<file path="config.mk">
export PLATFORM = sky130hd
export DESIGN_NAME = fifo_burst_rd_ctrl
export DESIGN_NICKNAME = d
export VERILOG_FILES = /design/src/rtl/fifo_burst_rd_ctrl_pkg.sv /design/src/rtl/fifo_burst_rd_ctrl_skid_buf2.sv /design/src/rtl/fifo_burst_rd_ctrl.sv
export SDC_FILE = /design/constraint.sdc
export NUM_CORES = 1
export LEC_CHECK = 0
export BUFFER_PORTS_ARGS = -buffer_cell sky130_fd_sc_hd__buf_2
export CAP_MARGIN = 20
export CORE_ASPECT_RATIO = 0.6
export CORE_MARGIN = 3
export CORE_UTILIZATION = 40
export CTS_CLUSTER_SIZE = 16
export DETAILED_ROUTE_END_ITERATION = 6
export HOLD_SLACK_MARGIN = 0.08
export SETUP_SLACK_MARGIN = 0.4
export SYNTH_ARGS = -nofsm -noshare
export SYNTH_HDL_FRONTEND = slang
export SYNTH_SLANG_ARGS = --single-unit
</file>
<file path="constraint.sdc">
create_clock -name clk -period 25.8 [get_ports clk]
set_clock_uncertainty 0.1 [all_clocks]
set_input_delay 2.58 -clock clk [delete_from_list [all_inputs] [get_ports clk]]
set_output_delay 2.58 -clock clk [all_outputs]
set_load 0.01 [all_outputs]
</file>
<file path="src/rtl/fifo_burst_rd_ctrl_pkg.sv">
// Shared types and constants for the burst read controller.
// FSM states, beat sizing and command length width.
package fifo_burst_rd_ctrl_pkg;

  typedef enum logic [1:0] {
    IDLE,
    CMD,
    DATA,
    DONE
  } state_t;

  localparam int CMD_LEN_W = 8;
  localparam int RD_DATA_WIDTH_DEF = 256;

  function automatic int beat_bytes(input int w);
    return w / 8;
  endfunction

  localparam int BEAT_BYTES = beat_bytes(RD_DATA_WIDTH_DEF);

endpackage

</file>
<file path="src/rtl/fifo_burst_rd_ctrl_skid_buf2.sv">
// Two-entry skid FIFO between FIFO read data and the beat output.
// Push is never issued when full; pop is ignored when empty.
module skid_buf2 #(
  parameter int W = 256
) (
  input  logic         clk,
  input  logic         tb_rst,
  input  logic         push,
  input  logic [W-1:0] push_data,
  input  logic         pop,
  output logic         valid,
  output logic [W-1:0] head,
  output logic [1:0]   count
);

  logic [W-1:0] mem [2];
  logic         wr_ptr;
  logic         rd_ptr;
  logic         do_pop;

  assign do_pop = pop && (count != 2'd0);
  assign valid  = (count != 2'd0);
  assign head   = mem[rd_ptr];

  // storage, pointers and occupancy
  always_ff @(posedge clk or posedge tb_rst) begin
    if (tb_rst) begin
      mem[0] <= '0;
      mem[1] <= '0;
      wr_ptr <= 1'b0;
      rd_ptr <= 1'b0;
      count  <= 2'd0;
    end else begin
      if (push) begin
        mem[wr_ptr] <= push_data;
        wr_ptr      <= ~wr_ptr;
      end
      if (do_pop) begin
        rd_ptr <= ~rd_ptr;
      end
      unique case ({push, do_pop})
        2'b10:   count <= count + 2'd1;
        2'b01:   count <= count - 2'd1;
        default: count <= count;
      endcase
    end
  end

endmodule

</file>
<file path="src/rtl/fifo_burst_rd_ctrl.sv">
// Burst read controller: drains a FIFO into address/data bursts.
// Full bursts on water level, short bursts on a pending flush.
module fifo_burst_rd_ctrl
  import fifo_burst_rd_ctrl_pkg::*;
#(
  parameter int RD_DATA_WIDTH  = 256,
  parameter int RD_DEPTH_WIDTH = 8,
  parameter int BURST_LEN      = 16,
  parameter int ADDR_WIDTH     = 28,
  parameter logic [ADDR_WIDTH-1:0] BASE_ADDR = '0,
  parameter int FRAME_BURSTS   = 64
) (
  input  logic                     clk,
  input  logic                     tb_rst,
  input  logic [RD_DEPTH_WIDTH:0]  fifo_rd_water_level,
  input  logic                     fifo_rd_empty,
  input  logic [RD_DATA_WIDTH-1:0] fifo_rd_data,
  output logic                     fifo_rd_en,
  input  logic                     flush,
  output logic                     cmd_valid,
  input  logic                     cmd_ready,
  output logic [ADDR_WIDTH-1:0]    cmd_addr,
  output logic [CMD_LEN_W-1:0]     cmd_len,
  output logic                     wr_valid,
  input  logic                     wr_ready,
  output logic [RD_DATA_WIDTH-1:0] wr_data,
  output logic                     wr_last,
  output logic                     frame_done,
  output logic                     busy
);

  localparam int BB   = beat_bytes(RD_DATA_WIDTH);
  localparam int LW   = RD_DEPTH_WIDTH + 1;
  localparam int CW   = CMD_LEN_W + 1;
  localparam int FB_W = $clog2(FRAME_BURSTS + 1);

  localparam logic [ADDR_WIDTH-1:0] FULL_STEP =
    ADDR_WIDTH'(BURST_LEN * BB);
  localparam logic [LW-1:0] BL_LVL = LW'(BURST_LEN);
  localparam logic [CMD_LEN_W-1:0] BL_M1 =
    CMD_LEN_W'(BURST_LEN - 1);
  localparam logic [FB_W-1:0] FB_LAST =
    FB_W'(FRAME_BURSTS - 1);

  state_t                 state;
  state_t                 state_n;
  logic                   flush_pend;
  logic                   flush_pend_n;
  logic [CMD_LEN_W-1:0]   len_m1;
  logic [CMD_LEN_W-1:0]   len_m1_n;
  logic                   short_b;
  logic                   short_b_n;
  logic [ADDR_WIDTH-1:0]  offset;
  logic [ADDR_WIDTH-1:0]  offset_n;
  logic [FB_W-1:0]        fb_cnt;
  logic [FB_W-1:0]        fb_cnt_n;
  logic [CW-1:0]          pop_cnt;
  logic [CW-1:0]          beat_cnt;
  logic [CW-1:0]          len_full;
  logic                   inflight;
  logic [1:0]             skid_cnt;
  logic                   beat;
  logic                   frame_wrap;

  assign len_full   = {1'b0, len_m1} + CW'(1);
  assign beat       = wr_valid && wr_ready;
  assign frame_wrap = short_b || (fb_cnt == FB_LAST);

  assign fifo_rd_en = (state == DATA) && !fifo_rd_empty
                   && (pop_cnt < len_full)
                   && ((skid_cnt + {1'b0, inflight}) < 2'd2);

  assign wr_last    = wr_valid && (beat_cnt == {1'b0, len_m1});
  assign cmd_valid  = (state == CMD);
  assign cmd_addr   = BASE_ADDR + offset;
  assign cmd_len    = len_m1;
  assign frame_done = (state == DONE) && frame_wrap;
  assign busy       = (state != IDLE);

  skid_buf2 #(
    .W(RD_DATA_WIDTH)
  ) u_skid (
    .clk       (clk),
    .tb_rst    (tb_rst),
    .push      (inflight),
    .push_data (fifo_rd_data),
    .pop       (beat),
    .valid     (wr_valid),
    .head      (wr_data),
    .count     (skid_cnt)
  );

  // next state, burst setup, flush tracking, address advance
  always_comb begin
    state_n      = state;
    flush_pend_n = flush_pend;
    len_m1_n     = len_m1;
    short_b_n    = short_b;
    offset_n     = offset;
    fb_cnt_n     = fb_cnt;
    unique case (state)
      IDLE: begin
        if (fifo_rd_water_level >= BL_LVL) begin
          state_n   = CMD;
          len_m1_n  = BL_M1;
          short_b_n = 1'b0;
        end else if (flush_pend
                  && (fifo_rd_water_level != '0)) begin
          state_n      = CMD;
          len_m1_n     = CMD_LEN_W'(fifo_rd_water_level
                                    - LW'(1));
          short_b_n    = 1'b1;
          flush_pend_n = 1'b0;
        end else if (fifo_rd_water_level == '0) begin
          flush_pend_n = 1'b0;
        end
      end
      CMD: begin
        if (cmd_ready) state_n = DATA;
      end
      DATA: begin
        if (beat && wr_last) state_n = DONE;
      end
      DONE: begin
        state_n = IDLE;
        if (frame_wrap) begin
          offset_n = '0;
          fb_cnt_n = '0;
        end else begin
          offset_n = offset + FULL_STEP;
          fb_cnt_n = fb_cnt + FB_W'(1);
        end
      end
      default: state_n = IDLE;
    endcase
    if (flush) flush_pend_n = 1'b1;
  end

  // FSM and burst context registers
  always_ff @(posedge clk or posedge tb_rst) begin
    if (tb_rst) begin
      state      <= IDLE;
      flush_pend <= 1'b0;
      len_m1     <= '0;
      short_b    <= 1'b0;
      offset     <= '0;
      fb_cnt     <= '0;
      inflight   <= 1'b0;
    end else begin
      state      <= state_n;
      flush_pend <= flush_pend_n;
      len_m1     <= len_m1_n;
      short_b    <= short_b_n;
      offset     <= offset_n;
      fb_cnt     <= fb_cnt_n;
      inflight   <= fifo_rd_en;
    end
  end

  // per-burst pop and beat counters, cleared while commanding
  always_ff @(posedge clk or posedge tb_rst) begin
    if (tb_rst) begin
      pop_cnt  <= '0;
      beat_cnt <= '0;
    end else if (state == CMD) begin
      pop_cnt  <= '0;
      beat_cnt <= '0;
    end else begin
      if (fifo_rd_en) pop_cnt  <= pop_cnt + CW'(1);
      if (beat)       beat_cnt <= beat_cnt + CW'(1);
    end
  end

endmodule

</file>
==> results of run 1 <==
[registers in the layout (all words and copies together), names as in the netlist]
| name | count |
|---|---|
| state | 2 |
| offset | 19 |
| u_skid.count | 2 |
| short_b | 1 |
| cmd_len | 8 |
| beat_cnt | 9 |
| u_skid.mem | 512 |
| u_skid.rd_ptr | 1 |
| inflight | 1 |
| u_skid.wr_ptr | 1 |
| flush_pend | 1 |
| pop_cnt | 9 |
| fb_cnt | 7 |
[per-layer routing]
layer	track usage [%]	routed length, um	up-vias
met3	5.46	4210	105
met5	0	122	-
met4	4.51	1320	20
met1	23.7	26900	8208
met2	30.6	30000	332
li1	-	-	7219
[logic make-up after synthesis]
kind of cell             count (synthesis)  share of synthesized area (%)
buffers and inverters                  119                           2.25
AND/OR/NAND/NOR                        134                           2.71
adder cells (fa/ha/maj)                 19                          0.940
XOR/XNOR                                42                           1.45
multiplexers                           772                           34.4
other                                    1                         0.0148
flip-flops                             573                           56.7
AO/OA/AOI/OAI                           63                           1.60
[worst register-to-register path: stages, from the launching register on]
cell,delay [ps]
sky130_fd_sc_hd__dfrtp_1,480
sky130_fd_sc_hd__ha_1,230
sky130_fd_sc_hd__nand3_1,120
sky130_fd_sc_hd__nor2_1,200
sky130_fd_sc_hd__nand3_1,140
sky130_fd_sc_hd__ha_1,350
sky130_fd_sc_hd__a211oi_1,200
sky130_fd_sc_hd__and4b_1,260
sky130_fd_sc_hd__o31ai_2,130
sky130_fd_sc_hd__buf_4,210
sky130_fd_sc_hd__or4_1,470
sky130_fd_sc_hd__a21oi_1,160
[per-stage QoR]
| stage | instance area, um^2 | util [%] | total power (uW) | cells |
|---|---|---|---|---|
| floorplan | 25300 | - | 2620 | 1731 |
| global placement | 28800 | 46.7 | 3140 | 3027 |
| detailed placement | 28800 | 46.7 | 3210 | 3027 |
| CTS | 30600 | 49.6 | 4050 | 3125 |
| global route | 30600 | 49.6 | 4240 | 3130 |
| finish | 30600 | 49.6 | 3990 | 3131 |
[cell usage in the layout, fill, tap and decap left out, drive strengths merged, types with 2 or more instances in the layout]
master    count
and2          8
nand3b        2
clkinv       11
clkinvlp      2
mux2i         3
diode         5
mux2        769
or4           7
inv          16
o31ai         9
xor2         26
nand4        11
buf         573
a211oi        2
nand3        15
o2bb2ai       3
o21ai        15
ha           19
xnor2        16
nand2        23
dfrtp       573
conb          9
bufinv        5
a21oi        21
clkbuf       79
o21a          4
and4          4
or3           6
nor2         38
a21o          4
a21boi        2
and3          8
nor3          7
[report_power, final]
group | internal (uW) | switching [uW]
combinational | 893 | 716
sequential | 1320 | 242
clock | 473 | 343
total | 2690 | 1300
[worst paths after layout]
check / startpoint / to / slack [ps]
min in group asynchronous: tb_rst / u_skid.mem[282]$_DFFE_PP0P_ / 2000
hold reg to reg: flush_pend$_DFFE_PP0P_ / flush_pend$_DFFE_PP0P_ / 380
hold / removal: flush_pend$_DFFE_PP0P_ / flush_pend$_DFFE_PP0P_ / 380
setup / recovery: u_skid.rd_ptr$_DFFE_PP0P_ / wr_data[47] / 19070
setup reg to reg: cmd_len[1]$_DFFE_PP0P_ / pop_cnt[7]$_DFFE_PP0P_ / 22670
max in group asynchronous: tb_rst / beat_cnt[0]$_DFFE_PP0P_ / 21190
[cell type report]
cell class,count,area [um^2]
Antenna cell,5,12.5
Clock buffer,79,1580
Clock inverter,19,233
Fill cell,5373,31100
Inverter,15,63.8
Multi-Input combinational cell,1039,10400
Sequential cell,573,14300
Tap cell,828,1040
Timing Repair Buffer,573,2940
==> reports/summary.log, run 1 <==
INFO  synthesis      synth_warnings=0
INFO  synthesis      most_frequent_cells_after_synthesis=sky130_fd_sc_hd__mux2_2 (769), sky130_fd_sc_hd__dfrtp_1 (573), sky130_fd_sc_hd__buf_2 (67)
INFO  floorplanning  floorplan.die.width=331um
INFO  setup_path     critical_path.max_fanout=69
INFO  finish         finish.net_count=2546
INFO  floorplanning  die_height=201um
INFO  floorplanning  placement_rows=70
INFO  placed_design  io_buffers=559
INFO  setup_path     setup.worst_path.start_class=flip-flop
INFO  sta            finalSetupViolCount=0
INFO  hold_path      holdCritPathClass=flip-flop to flip-flop
INFO  finish         areaGrowthSynthToFinish=21.1%
INFO  route          mean_routed_wirelength_per_cell=20.0um
INFO  clocking       clkLatencyLatePin=590ps
INFO  placed_design  place.detailed.hpwl=43500um
INFO  synthesis      ys_seq_area_share=56.7%
INFO  run            max_cap_viol_count=0
INFO  sta            hold_ws=379ps
INFO  route          vias_per_cell=5.07
INFO  floorplanning  boundaryPins=569
INFO  setup_path     path_common_cell=sky130_fd_sc_hd__buf_4
INFO  clocking       tritoncts=done
INFO  sta            max_freq=149MHz
INFO  setup_path     worst-path-buf-inv=3
INFO  placed_design  globalplace.congestion=0.807
INFO  synthesis      ys_top_cells_by_area=sky130_fd_sc_hd__dfrtp_1 (57%), sky130_fd_sc_hd__mux2_2 (34%), sky130_fd_sc_hd__buf_2 (1.3%)
INFO  setup_path     timing.critical_path.slowest_stage_cell=sky130_fd_sc_hd__dfrtp_4
INFO  sta            final.setup.tns=0ps
INFO  sta            worst_slew_margin_rel=29.1%
INFO  run_status     status=completed
INFO  clocking       numCtsBuffers=54
INFO  route          drt_first_pass_iters=4
INFO  clocking       cts.sink_count=573
INFO  global_route   grt_use_total=18.5%
INFO  setup_path     slowest_delay=1070ps
INFO  synthesis      yosys.area.top_type=sky130_fd_sc_hd__dfrtp_1
INFO  sta            final_hold_violation_count=0
INFO  placed_design  placement.setup.worst_slack=19410ps
INFO  setup_path     worst_ep_arrival_time=4050ps
INFO  clocking       clock_tree.htree_level_count=2
INFO  sta            unrepaired_setup_endpoints_after_global_routing=false
INFO  synthesis      synthesis.area=25300um^2
INFO  floorplanning  dieArea=66400um^2
INFO  route          drc=0
INFO  global_route   overflow=0
INFO  power          irDropWorstVdd=0.0000783V
INFO  clocking       post_cts_resized=0
INFO  sta            finalCriticalPeriod=6730ps
INFO  route          detail-route-antenna-nets=0
INFO  synthesis      yosys.cell_count.top_type=sky130_fd_sc_hd__mux2_2
INFO  clocking       cts-root-buf=sky130_fd_sc_hd__clkbuf_16
INFO  setup_path     critical_path_class=flip-flop to primary output
INFO  synthesis      synth.avg_cell_area=14.7um^2
INFO  power          power_density=130nW/um^2
INFO  synthesis      synth_edf_count=0
INFO  sta            min_period_over_period=26.1%
INFO  setup_path     crit_chain=buf_4 -> buf_4 -> mux2_2 -> buf_2
INFO  synthesis      post-synth-top-area-fraction=56.7%
INFO  route          detail_route.wirelength=62600um
INFO  clocking       cts_setup_buffers=0
INFO  route          route.vias.total=15900
INFO  global_route   grt_start_max_net_pins=175
INFO  synthesis      dominantRegCellSynth=sky130_fd_sc_hd__dfrtp_1
INFO  setup_path     worst_setup_path_end_kind=primary output
INFO  sta            final_critical_path_setup_slack=19070ps
INFO  floorplanning  start_util=41.0%
INFO  sta            drv_slew=0
INFO  global_route   antenna_violations_before_repair=16
INFO  global_route   grt_first_pass_wirelength=97800um
INFO  synthesis      synthesis.instances=1723
INFO  floorplanning  floorplan.core_area=61700um^2
INFO  clocking       cts.reportedPaths.clkPinSlew=70ps
INFO  sta            timing_worst_slew_pin_value=1060ps
INFO  clocking       ctsHoldBuffers=0
INFO  finish         layout-drive-gt1-share=62.4%
INFO  route          drt_iter0_drc=770
INFO  setup_path     cp.depth=4
INFO  setup_path     reg2regPathDepth=11
INFO  power          power.leakage=0.0141uW
INFO  synthesis      synth_cell_types=42
INFO  synthesis      async_set_or_reset_register_ratio_after_synthesis=100%
INFO  setup_path     cpLargestDelayFamily=buffers and inverters
INFO  clocking       clock_tree.buffer_depth=3
INFO  setup_path     crit_required=23120ps
INFO  synthesis      ys_ff_latch=573
INFO  hold_path      hold-path-cell-count=1
INFO  global_route   via_count_of_the_first_global_routing_pass=17100
Note: power is estimated with default switching activity, not from simulation.
==> inputs of run 2 (changes only) <==
Settings changed: ABC_AREA set to 1.
Clock period 25.8 ns to 5.5 ns, I/O delays scaled along.
==> reports/summary.log, run 2 <==
INFO  sta            min_period_over_period=70.2%
INFO  setup_path     setup.worst_path.start_class=flip-flop [unchanged]
INFO  finish         finish.instance_area=33300um^2 [was 30600 um^2]
INFO  power          part_of_the_power_in_the_clock_network=19.0% [was 20.5%]
INFO  synthesis      ys_seq_area_share=53.4% [was 56.7%]
INFO  finish         layout-drive-gt1-share=23.4% [was 62.4%]
INFO  global_route   gr_util_met1=29.4% [was 23.7%]
INFO  finish         regArea=14300um^2 [unchanged]
INFO  synthesis      ys_top_cells_by_area=sky130_fd_sc_hd__dfrtp_1 (53%), sky130_fd_sc_hd__nand2_1 (19%), sky130_fd_sc_hd__o21ai_2 (7.2%) [was sky130_fd_sc_hd__dfrtp_1 (57%), sky130_fd_sc_hd__mux2_2 (34%), sky130_fd_sc_hd__buf_2 (1.3%)]
INFO  clocking       tritoncts=done [unchanged]
INFO  sta            finalSetupViolCount=0 [unchanged]
INFO  hold_path      hold-path-cell-count=3 [was 1]
INFO  synthesis      synth_cell_types=44 [was 42]
INFO  clocking       cts_setup_buffers=0 [unchanged]
INFO  setup_path     crit-reg2reg-capture=pop_cnt[2]$_DFFE_PP0P_ [was pop_cnt[7]$_DFFE_PP0P_]
INFO  setup_path     reg2reg_from=cmd_len[0]$_DFFE_PP0P_ [was cmd_len[1]$_DFFE_PP0P_]
INFO  global_route   gr-usage-met2=30.7% [was 30.6%]
INFO  hold_path      holdCritPathClass=primary input to flip-flop [was flip-flop to flip-flop]
INFO  sta            max_freq=259MHz
INFO  run            max_cap_viol_count=0 [unchanged]
INFO  placed_design  dp_cells=4508 [was 3027]
INFO  synthesis      synth.avg_cell_area=8.35um^2 [was 14.7 um^2]
INFO  synthesis      synth_warnings=0 [unchanged]
INFO  global_route   overflow=0 [unchanged]
INFO  synthesis      synth_xor_area_share=0.979% [was 1.45%]
INFO  global_route   globalRouteMet3Util=3.92% [was 5.46%]
INFO  placed_design  globalplace.congestion=0.798 [was 0.807]
INFO  finish         finish.net_count=4133 [was 2546]
INFO  synthesis      yosys.area.top_type=sky130_fd_sc_hd__dfrtp_1 [unchanged]
INFO  finish         largest_register_ffs=512 [unchanged]
INFO  finish         final_common_cell=sky130_fd_sc_hd__nand2_1 [was sky130_fd_sc_hd__mux2_2]
INFO  floorplanning  boundaryPins=569 [unchanged]
INFO  placed_design  place.detailed.hpwl=47300um [was 43500 um]
INFO  route          mean_routed_wirelength_per_cell=15.1um [was 20.0 um]
INFO  route          route.vias.total=22000 [was 15900]
INFO  finish         final-instance-count-excl-fill=4771 [was 3131]
INFO  sta            unrepaired_setup_endpoints_after_global_routing=false [unchanged]
INFO  power          power.internal=11400uW [was 2690 uW]
INFO  placed_design  place_area=30000um^2 [was 28800 um^2]
INFO  power          power.leakage=0.0182uW [was 0.0141 uW]
INFO  setup_path     crit_required=4850ps [was 23120 ps]
INFO  finish         area_of_combinational_cells_with_multiple_inputs=10200um^2 [was 10400 um^2]
INFO  synthesis      synth.area.mux_share=0.0746% [was 34.4%]
INFO  setup_path     worst_setup_path_end_kind=primary output [unchanged]
INFO  finish         filler_cell_count=6447 [was 5373]
INFO  power          irDropWorstVdd=0.000325V [was 0.0000783 V]
INFO  synthesis      most_frequent_cells_after_synthesis=sky130_fd_sc_hd__nand2_1 (1391), sky130_fd_sc_hd__dfrtp_1 (573), sky130_fd_sc_hd__inv_1 (306) [was sky130_fd_sc_hd__mux2_2 (769), sky130_fd_sc_hd__dfrtp_1 (573), sky130_fd_sc_hd__buf_2 (67)]
INFO  floorplanning  die_height=207um [was 201 um]
INFO  route          detail-route-antenna-nets=0 [unchanged]
INFO  placed_design  io_buffers=559 [unchanged]
INFO  sta            final_hold_violation_count=0 [unchanged]
INFO  global_route   grt_start_max_net_pins=217 [was 175]
INFO  synthesis      post-synth-top-area-fraction=53.4% [was 56.7%]
INFO  floorplanning  floorplan.die.width=340um [was 331 um]
INFO  synthesis      area_fraction_in_compound_gates_after_synthesis=13.4% [was 1.60%]
INFO  clocking       cts.sink_count=573 [unchanged]
INFO  hold_path      worst_hold_startpoint=fifo_rd_data[6] [was flush_pend$_DFFE_PP0P_]
INFO  floorplanning  floorplan.core_area=65400um^2 [was 61700 um^2]
INFO  clocking       clock_tree.buffer_depth=3 [unchanged]
INFO  hold_path      whs_endpoint=u_skid.mem[262]$_DFFE_PP0P_ [was flush_pend$_DFFE_PP0P_]
INFO  route          drt_iter0_drc=1745 [was 770]
INFO  setup_path     critical_path.max_fanout=10 [was 69]
INFO  sta            drv_slew=0 [unchanged]
INFO  setup_path     critical_path_class=flip-flop to primary output [unchanged]
INFO  synthesis      async_set_or_reset_register_ratio_after_synthesis=100% [unchanged]
INFO  synthesis      dominantRegCellSynth=sky130_fd_sc_hd__dfrtp_1 [unchanged]
INFO  synthesis      post_synthesis_share_of_cell_area_spent_on_and_or_nand_and_nor_gates=22.6% [was 2.71%]
INFO  setup_path     timing.reg2reg.setup_slack=2710ps [was 22670 ps]
INFO  finish         areaGrowthSynthToFinish=24.1% [was 21.1%]
INFO  power          p_seq_share=38.3% [was 39.2%]
INFO  synthesis      synth_top_family_by_area=simple AND/OR/NAND/NOR gates [was multiplexers]
INFO  clocking       cts-root-buf=sky130_fd_sc_hd__clkbuf_16 [unchanged]
INFO  clocking       clock_tree.htree_level_count=2 [unchanged]
INFO  finish         mostFrequentLayoutCells=sky130_fd_sc_hd__nand2_1 (1390), sky130_fd_sc_hd__dfrtp_1 (572), sky130_fd_sc_hd__buf_2 (559) [was sky130_fd_sc_hd__mux2_2 (769), sky130_fd_sc_hd__dfrtp_1 (572), sky130_fd_sc_hd__buf_2 (559)]
INFO  floorplanning  placement_rows=72 [was 70]
INFO  global_route   antenna_violations_before_repair=2 [was 16]
INFO  synthesis      yosys.cell_count.top_type=sky130_fd_sc_hd__nand2_1 [was sky130_fd_sc_hd__mux2_2]
INFO  clocking       cts.reportedPaths.clkPinSlew=60ps [was 70 ps]
INFO  sta            timing_worst_slew_pin_value=978ps [was 1060 ps]
INFO  route          detail_route.wirelength=72000um [was 62600 um]
INFO  clocking       numCtsBuffers=55 [was 54]
INFO  sta            hold_ws=130ps [was 379 ps]
INFO  global_route   grt_first_pass_wirelength=116000um [was 97800 um]
INFO  synthesis      synthesis.instances=3216 [was 1723]
INFO  setup_path     reg2regPathDepth=14 [was 11]
INFO  route          drt_first_pass_iters=5 [was 4]
INFO  synthesis      ys_ff_latch=573 [unchanged]
INFO  global_route   top_usage_layer=met2 [unchanged]
INFO  setup_path     worst_ep_arrival_time=3210ps [was 4050 ps]
INFO  clocking       clkLatencyLatePin=580ps [was 590 ps]
INFO  floorplanning  start_util=41.1% [was 41.0%]
INFO  route          drc=0 [unchanged]
INFO  power          share_comb_of_total_power=42.7% [was 40.3%]
INFO  route          vias_per_cell=4.61 [was 5.07]
INFO  synthesis      synthAdderAreaFrac=0.885% [was 0.940%]
INFO  sta            worst_slew_margin_rel=34.8% [was 29.1%]
INFO  power          p_sw=7810uW [was 1300 uW]
INFO  sta            finalCriticalPeriod=3860ps
INFO  power          p_sw_share=40.7% [was 32.6%]
INFO  floorplanning  dieArea=70400um^2 [was 66400 um^2]
INFO  global_route   grt_use_total=20.1% [was 18.5%]
INFO  global_route   via_count_of_the_first_global_routing_pass=21000 [was 17100]
INFO  power          power_density=577nW/um^2 [was 130 nW/um^2]
INFO  finish         largestRegisters=u_skid.mem x512, offset x19 [unchanged]
INFO  synthesis      synthesis.area=26900um^2 [was 25300 um^2]
INFO  finish         largest-register=u_skid.mem [unchanged]
INFO  run_status     status=completed [unchanged]
INFO  synthesis      synth_edf_count=0 [unchanged]
[run 2: cell types whose count changed in the layout (fill, tap and decap cells not counted), sizes merged, moves of 8 or more]
| cell | previous run | this run |
|---|---|---|
| o21ai | 15 | 522 |
| a21oi | 21 | 13 |
| mux2 | 769 | 0 |
| nand2 | 23 | 1394 |
| nand4 | 11 | 22 |
| inv | 16 | 310 |
| nand3 | 15 | 42 |
| o31ai | 9 | 0 |
| nor2 | 38 | 59 |
| dlygate4sd3 | 0 | 166 |
| buf | 573 | 583 |
| and3 | 8 | 0 |
[run 2: logic make-up (layout without fill, tap and decap cells)]
family	after synthesis	after routing
compound gates	547	547
xor+xnor	30	30
fa+ha+maj	19	19
buf+inv	498	1156
flops	573	573
mux	2	2
other cells	1	10
simple gates	1546	1546
[run 2: layout make-up]
type                            count  area share [%]
Timing Repair Buffer              749            14.3
Sequential cell                   573            43.0
Multi-Input combinational cell   2153            30.7
Clock buffer                       85            4.80
Inverter                          311            3.54
Antenna cell                        1         0.00751
Tap cell                          888            3.33
Clock inverter                     11           0.270
[run 2: worst max-delay path: stages, from the launching register on]
cell,delay [ps]
sky130_fd_sc_hd__dfrtp_1,390
sky130_fd_sc_hd__inv_1,90
sky130_fd_sc_hd__nor3_1,320
sky130_fd_sc_hd__nand3_1,170
sky130_fd_sc_hd__nand3b_1,200
sky130_fd_sc_hd__xor2_1,160
sky130_fd_sc_hd__ha_1,280
sky130_fd_sc_hd__nand2_1,80
sky130_fd_sc_hd__a21oi_1,40
sky130_fd_sc_hd__nor2_1,90
sky130_fd_sc_hd__nand3_1,120
sky130_fd_sc_hd__nor2_4,240
sky130_fd_sc_hd__nand2_2,200
sky130_fd_sc_hd__inv_1,110
sky130_fd_sc_hd__buf_2,140
[run 2: worst max path at each step]
stage,start,end,slack [ps],depth (start not counted)
final,cmd_len[0]$_DFFE_PP0P_,fifo_rd_en,1640,14
after global routing,cmd_len[1]$_DFFE_PP0P_,fifo_rd_en,1360,14
after CTS,cmd_len[0]$_DFFE_PP0P_,fifo_rd_en,1570,14
after detailed placement,cmd_len[0]$_DFFE_PP0P_,fifo_rd_en,2260,14
after global placement,cmd_len[0]$_DFFE_PP0P_,fifo_rd_en,2310,14
after floorplan,tb_rst,beat_cnt[0]$_DFFE_PP0P_,-2960,1
[run 2: through the flow]
stage | power (uW) | setup slack (ps) | TNS (ps) | util, %
finish | 19200 | 1640 | 0 | 50.9
global route | 20800 | 1360 | 0 | 50.9
CTS | 19400 | 1570 | 0 | 50.9
detailed placement | 15600 | 2260 | 0 | 45.8
global placement | 15500 | 2310 | 0 | 45.8
floorplan | 12600 | -2960 | -1693540 | -
[run 2: repair_timing]
action | 4_1_cts | 5_1_grt
resized for setup | 0 | 0
hold buffers | 166 | 0
hold endpoints to repair | 185 | 0
[run 2: power by group through the flow]
stage	clock network, uW	registers (uW)	logic [uW]
floorplan	0	7140	5460
global placement	0	7380	8130
detailed placement	0	7390	8220
CTS	3780	7340	8330
global route	3960	7620	9260
finish	3650	7360	8200
[run 2: metal layers]
layer | vias up | wire length (um)
li1 | 11200 | -
met1 | 10200 | 34300
met2 | 442 | 32100
met3 | 95 | 3900
met4 | 4 | 1670
met5 | - | 24
==> inputs of run 3 (changes only) <==
Clock period 5.5 ns to 3.7 ns, I/O delays scaled along.
==> reports/summary.log, run 3 (synthesis results as in run 2) <==
INFO  setup_path     critical_path.max_fanout=4 [was 10]
INFO  global_route   grt_first_pass_wirelength=119000um [was 116000 um]
INFO  setup_path     worst_ep_arrival_time=2740ps [was 3210 ps]
INFO  floorplanning  die_height=207um [unchanged]
INFO  power          share_comb_of_total_power=43.2% [was 42.7%]
INFO  sta            worst_slew_margin_rel=38.6% [was 34.8%]
INFO  finish         largestRegisters=u_skid.mem x512, offset x19 [unchanged]
INFO  placed_design  place.detailed.hpwl=48800um [was 47300 um]
INFO  global_route   overflow=0 [unchanged]
INFO  power          irDropWorstVdd=0.000437V [was 0.000325 V]
INFO  power          p_seq_share=37.4% [was 38.3%]
INFO  global_route   grt_start_max_net_pins=143 [was 217]
INFO  route          route.vias.total=22800 [was 22000]
INFO  sta            hold_ws=170ps [was 130 ps]
INFO  setup_path     crit_chain=inv_2 -> nor3_4 -> nand3_2 -> nand3b_1 -> xor2_1 -> ha_1 -> nand2_2 -> a21oi_1 -> nor2_1 -> nand3_1 -> nor2_4 -> nand2_4 -> inv_2 -> buf_6 [was inv_1 -> nor3_1 -> nand3_1 -> nand3b_1 -> xor2_1 -> ha_1 -> nand2_1 -> a21oi_1 -> nor2_1 -> nand3_1 -> nor2_4 -> nand2_2 -> inv_1 -> buf_2]
INFO  finish         layout-drive-gt1-share=23.7% [was 23.4%]
INFO  sta            min_period_over_period=86.9%
INFO  clocking       cts.sink_count=573 [unchanged]
INFO  route          highest-signal-layer=met5 [unchanged]
INFO  setup_path     timing.critical_path.slowest_stage_cell=sky130_fd_sc_hd__dfrtp_1 [unchanged]
INFO  floorplanning  placement_rows=72 [unchanged]
INFO  setup_path     critical_path_class=flip-flop to primary output [unchanged]
INFO  global_route   antenna_violations_before_repair=1 [was 2]
INFO  finish         finish.net_count=4267 [was 4133]
INFO  route          vias_per_cell=4.64 [was 4.61]
INFO  setup_path     setup.worst_path.start_class=flip-flop [unchanged]
INFO  clocking       numCtsBuffers=56 [was 55]
INFO  finish         final_common_cell=sky130_fd_sc_hd__nand2_1 [unchanged]
INFO  sta            finalCriticalPeriod=3210ps
INFO  clocking       tritoncts=done [unchanged]
INFO  route          wirelength_met1=34800um [was 34300 um]
INFO  route          detail_route.wirelength=74700um [was 72000 um]
INFO  sta            max_freq=311MHz
INFO  clocking       cts.reportedPaths.clkPinSlew=60ps [about the same]
INFO  power          part_of_the_power_in_the_clock_network=19.4% [was 19.0%]
INFO  global_route   grt_use_total=20.8% [was 20.1%]
INFO  route          routed_length_on_met3=3870um [was 3900 um]
INFO  sta            drv_slew=0 [unchanged]
INFO  route          drc=0 [unchanged]
INFO  setup_path     worst_setup_path_end_kind=primary output [unchanged]
INFO  floorplanning  start_util=41.1% [unchanged]
INFO  power          power.leakage=0.0188uW [was 0.0182 uW]
INFO  power          power_density=834nW/um^2 [was 577 nW/um^2]
INFO  route          wl_met2=33700um [was 32100 um]
INFO  finish         largest-register=u_skid.mem [unchanged]
INFO  clocking       clock_tree.buffer_depth=3 [unchanged]
INFO  finish         mostFrequentLayoutCells=sky130_fd_sc_hd__nand2_1 (1389), sky130_fd_sc_hd__dfrtp_1 (572), sky130_fd_sc_hd__buf_2 (558) [was sky130_fd_sc_hd__nand2_1 (1390), sky130_fd_sc_hd__dfrtp_1 (572), sky130_fd_sc_hd__buf_2 (559)]
INFO  setup_path     path_common_cell=sky130_fd_sc_hd__inv_2
INFO  route          drt_iter0_drc=1643 [was 1745]
INFO  placed_design  placement.setup.worst_slack=620ps [was 2260 ps]
INFO  sta            finalSetupViolCount=0 [unchanged]
INFO  sta            final_critical_path_setup_slack=485ps [was 1640 ps]
INFO  global_route   via_count_of_the_first_global_routing_pass=21900 [was 21000]
INFO  finish         areaGrowthSynthToFinish=29.7% [was 24.1%]
INFO  clocking       clkLatencyLatePin=600ps [was 580 ps]
INFO  placed_design  globalplace.congestion=0.815 [was 0.798]
INFO  clocking       clock_tree.htree_level_count=2 [unchanged]
INFO  placed_design  io_buffers=559 [unchanged]
INFO  sta            timing_worst_slew_pin_value=920ps [was 978 ps]
INFO  finish         largest_register_ffs=512 [unchanged]
INFO  setup_path     slowest_delay=430ps [was 390 ps]
INFO  route          mean_routed_wirelength_per_cell=15.2um [was 15.1 um]
INFO  run            max_cap_viol_count=0 [unchanged]
INFO  sta            unrepaired_setup_endpoints_after_global_routing=true [was false]
INFO  floorplanning  floorplan.die.width=340um [unchanged]
INFO  sta            final_hold_violation_count=0 [unchanged]
INFO  run_status     status=completed [unchanged]
INFO  floorplanning  floorplan.core_area=65400um^2 [unchanged]
INFO  route          drt_first_pass_iters=5 [unchanged]
INFO  clocking       cts-root-buf=sky130_fd_sc_hd__clkbuf_16 [unchanged]
INFO  power          p_sw_share=40.7% [about the same]
INFO  finish         diodes=0 [was 1]
INFO  power          p_sw=11800uW [was 7810 uW]
INFO  power          power.internal=17200uW [was 11400 uW]
INFO  route          detail-route-antenna-nets=0 [unchanged]
INFO  setup_path     crit_required=3230ps [was 4850 ps]
INFO  hold_path      holdCritPathClass=primary input to flip-flop [unchanged]
INFO  floorplanning  dieArea=70400um^2 [unchanged]
INFO  floorplanning  boundaryPins=569 [unchanged]
## run 3: cell types whose count changed in the layout (fill, tap and decap cells not counted), sizes merged
cell / before / now
buf: 583 / 612
clkbuf: 85 / 93
diode: 1 / 0
bufinv: 1 / 0
dlygate4sd3: 166 / 270
clkinvlp: 2 / 3
## run 3: worst paths after layout
kind | from | to | slack (ps) | cells past startpoint
worst max-delay path | cmd_len[1]$_DFFE_PP0P_ | fifo_rd_en | 490 | 14
worst min-delay path | fifo_rd_water_level[8] | flush_pend$_DFFE_PP0P_ | 170 | 5
worst max register to register | cmd_len[1]$_DFFE_PP0P_ | pop_cnt[0]$_DFFE_PP0P_ | 1130 | 15
worst min register to register | u_skid.mem[411]$_DFFE_PP0P_ | u_skid.mem[411]$_DFFE_PP0P_ | 380 | 2
max in group asynchronous | tb_rst | offset[23]$_DFFE_PP0P_ | 2190 | 5
min in group asynchronous | tb_rst | u_skid.mem[78]$_DFFE_PP0P_ | 310 | 3
## run 3: timing repair
item	4_1_cts	5_1_grt
setup endpoints to repair	1	1
resized for setup	5	8
buffers inserted	8	3
hold buffers	270	0
hold endpoints to repair	542	0
cloned	0	0
pin swaps	5	6
## run 3: power by group through the flow
stage	logic, uW	registers, uW	clock network, uW
floorplan	8120	10600	0
global placement	12300	10800	0
detailed placement	12400	10900	0
CTS	12700	10800	5810
global route	14200	11200	6080
finish	12600	10900	5630
## run 3: cell type report
type	instances	area [um^2]
Inverter	311	1180
Sequential cell	573	14300
Clock buffer	93	1720
Clock inverter	11	78.8
Tap cell	888	1110
Multi-Input combinational cell	2153	10300
Fill cell	6193	30600
Timing Repair Buffer	882	6140
## run 3: worst max-delay path: cells and delay by family, from the launching register on
kind | cells | cell delay (ps)
and+or+nand+nor | 8 | 970
DFF | 1 | 430
adders and majority gates | 1 | 290
buffers and inverters | 3 | 240
xor gates and xnor gates | 1 | 160
AOI/OAI and AO/OA | 1 | 40
## run 3: stage by stage
stage | cell area [um^2] | instances | util (%) | power, uW | setup TNS, ps
6_report | 34800 | 4911 | 53.3 | 29100 | 0
5_1_grt | 34800 | 4911 | 53.3 | 31500 | 0
4_1_cts | 34800 | 4908 | 53.2 | 29300 | 0
3_5_place_dp | 30200 | 4526 | 46.2 | 23300 | 0
3_3_place_gp | 30200 | 4526 | 46.2 | 23200 | 0
2_1_floorplan | 26900 | 3224 | - | 18700 | -2621800
## run 3: routing by layer
layer | track usage [%] | vias up
met5 | 0 | -
met1 | 29.3 | 10600
met2 | 32.5 | 491
met3 | 4.06 | 143
li1 | - | 11500
met4 | 6.63 | 2
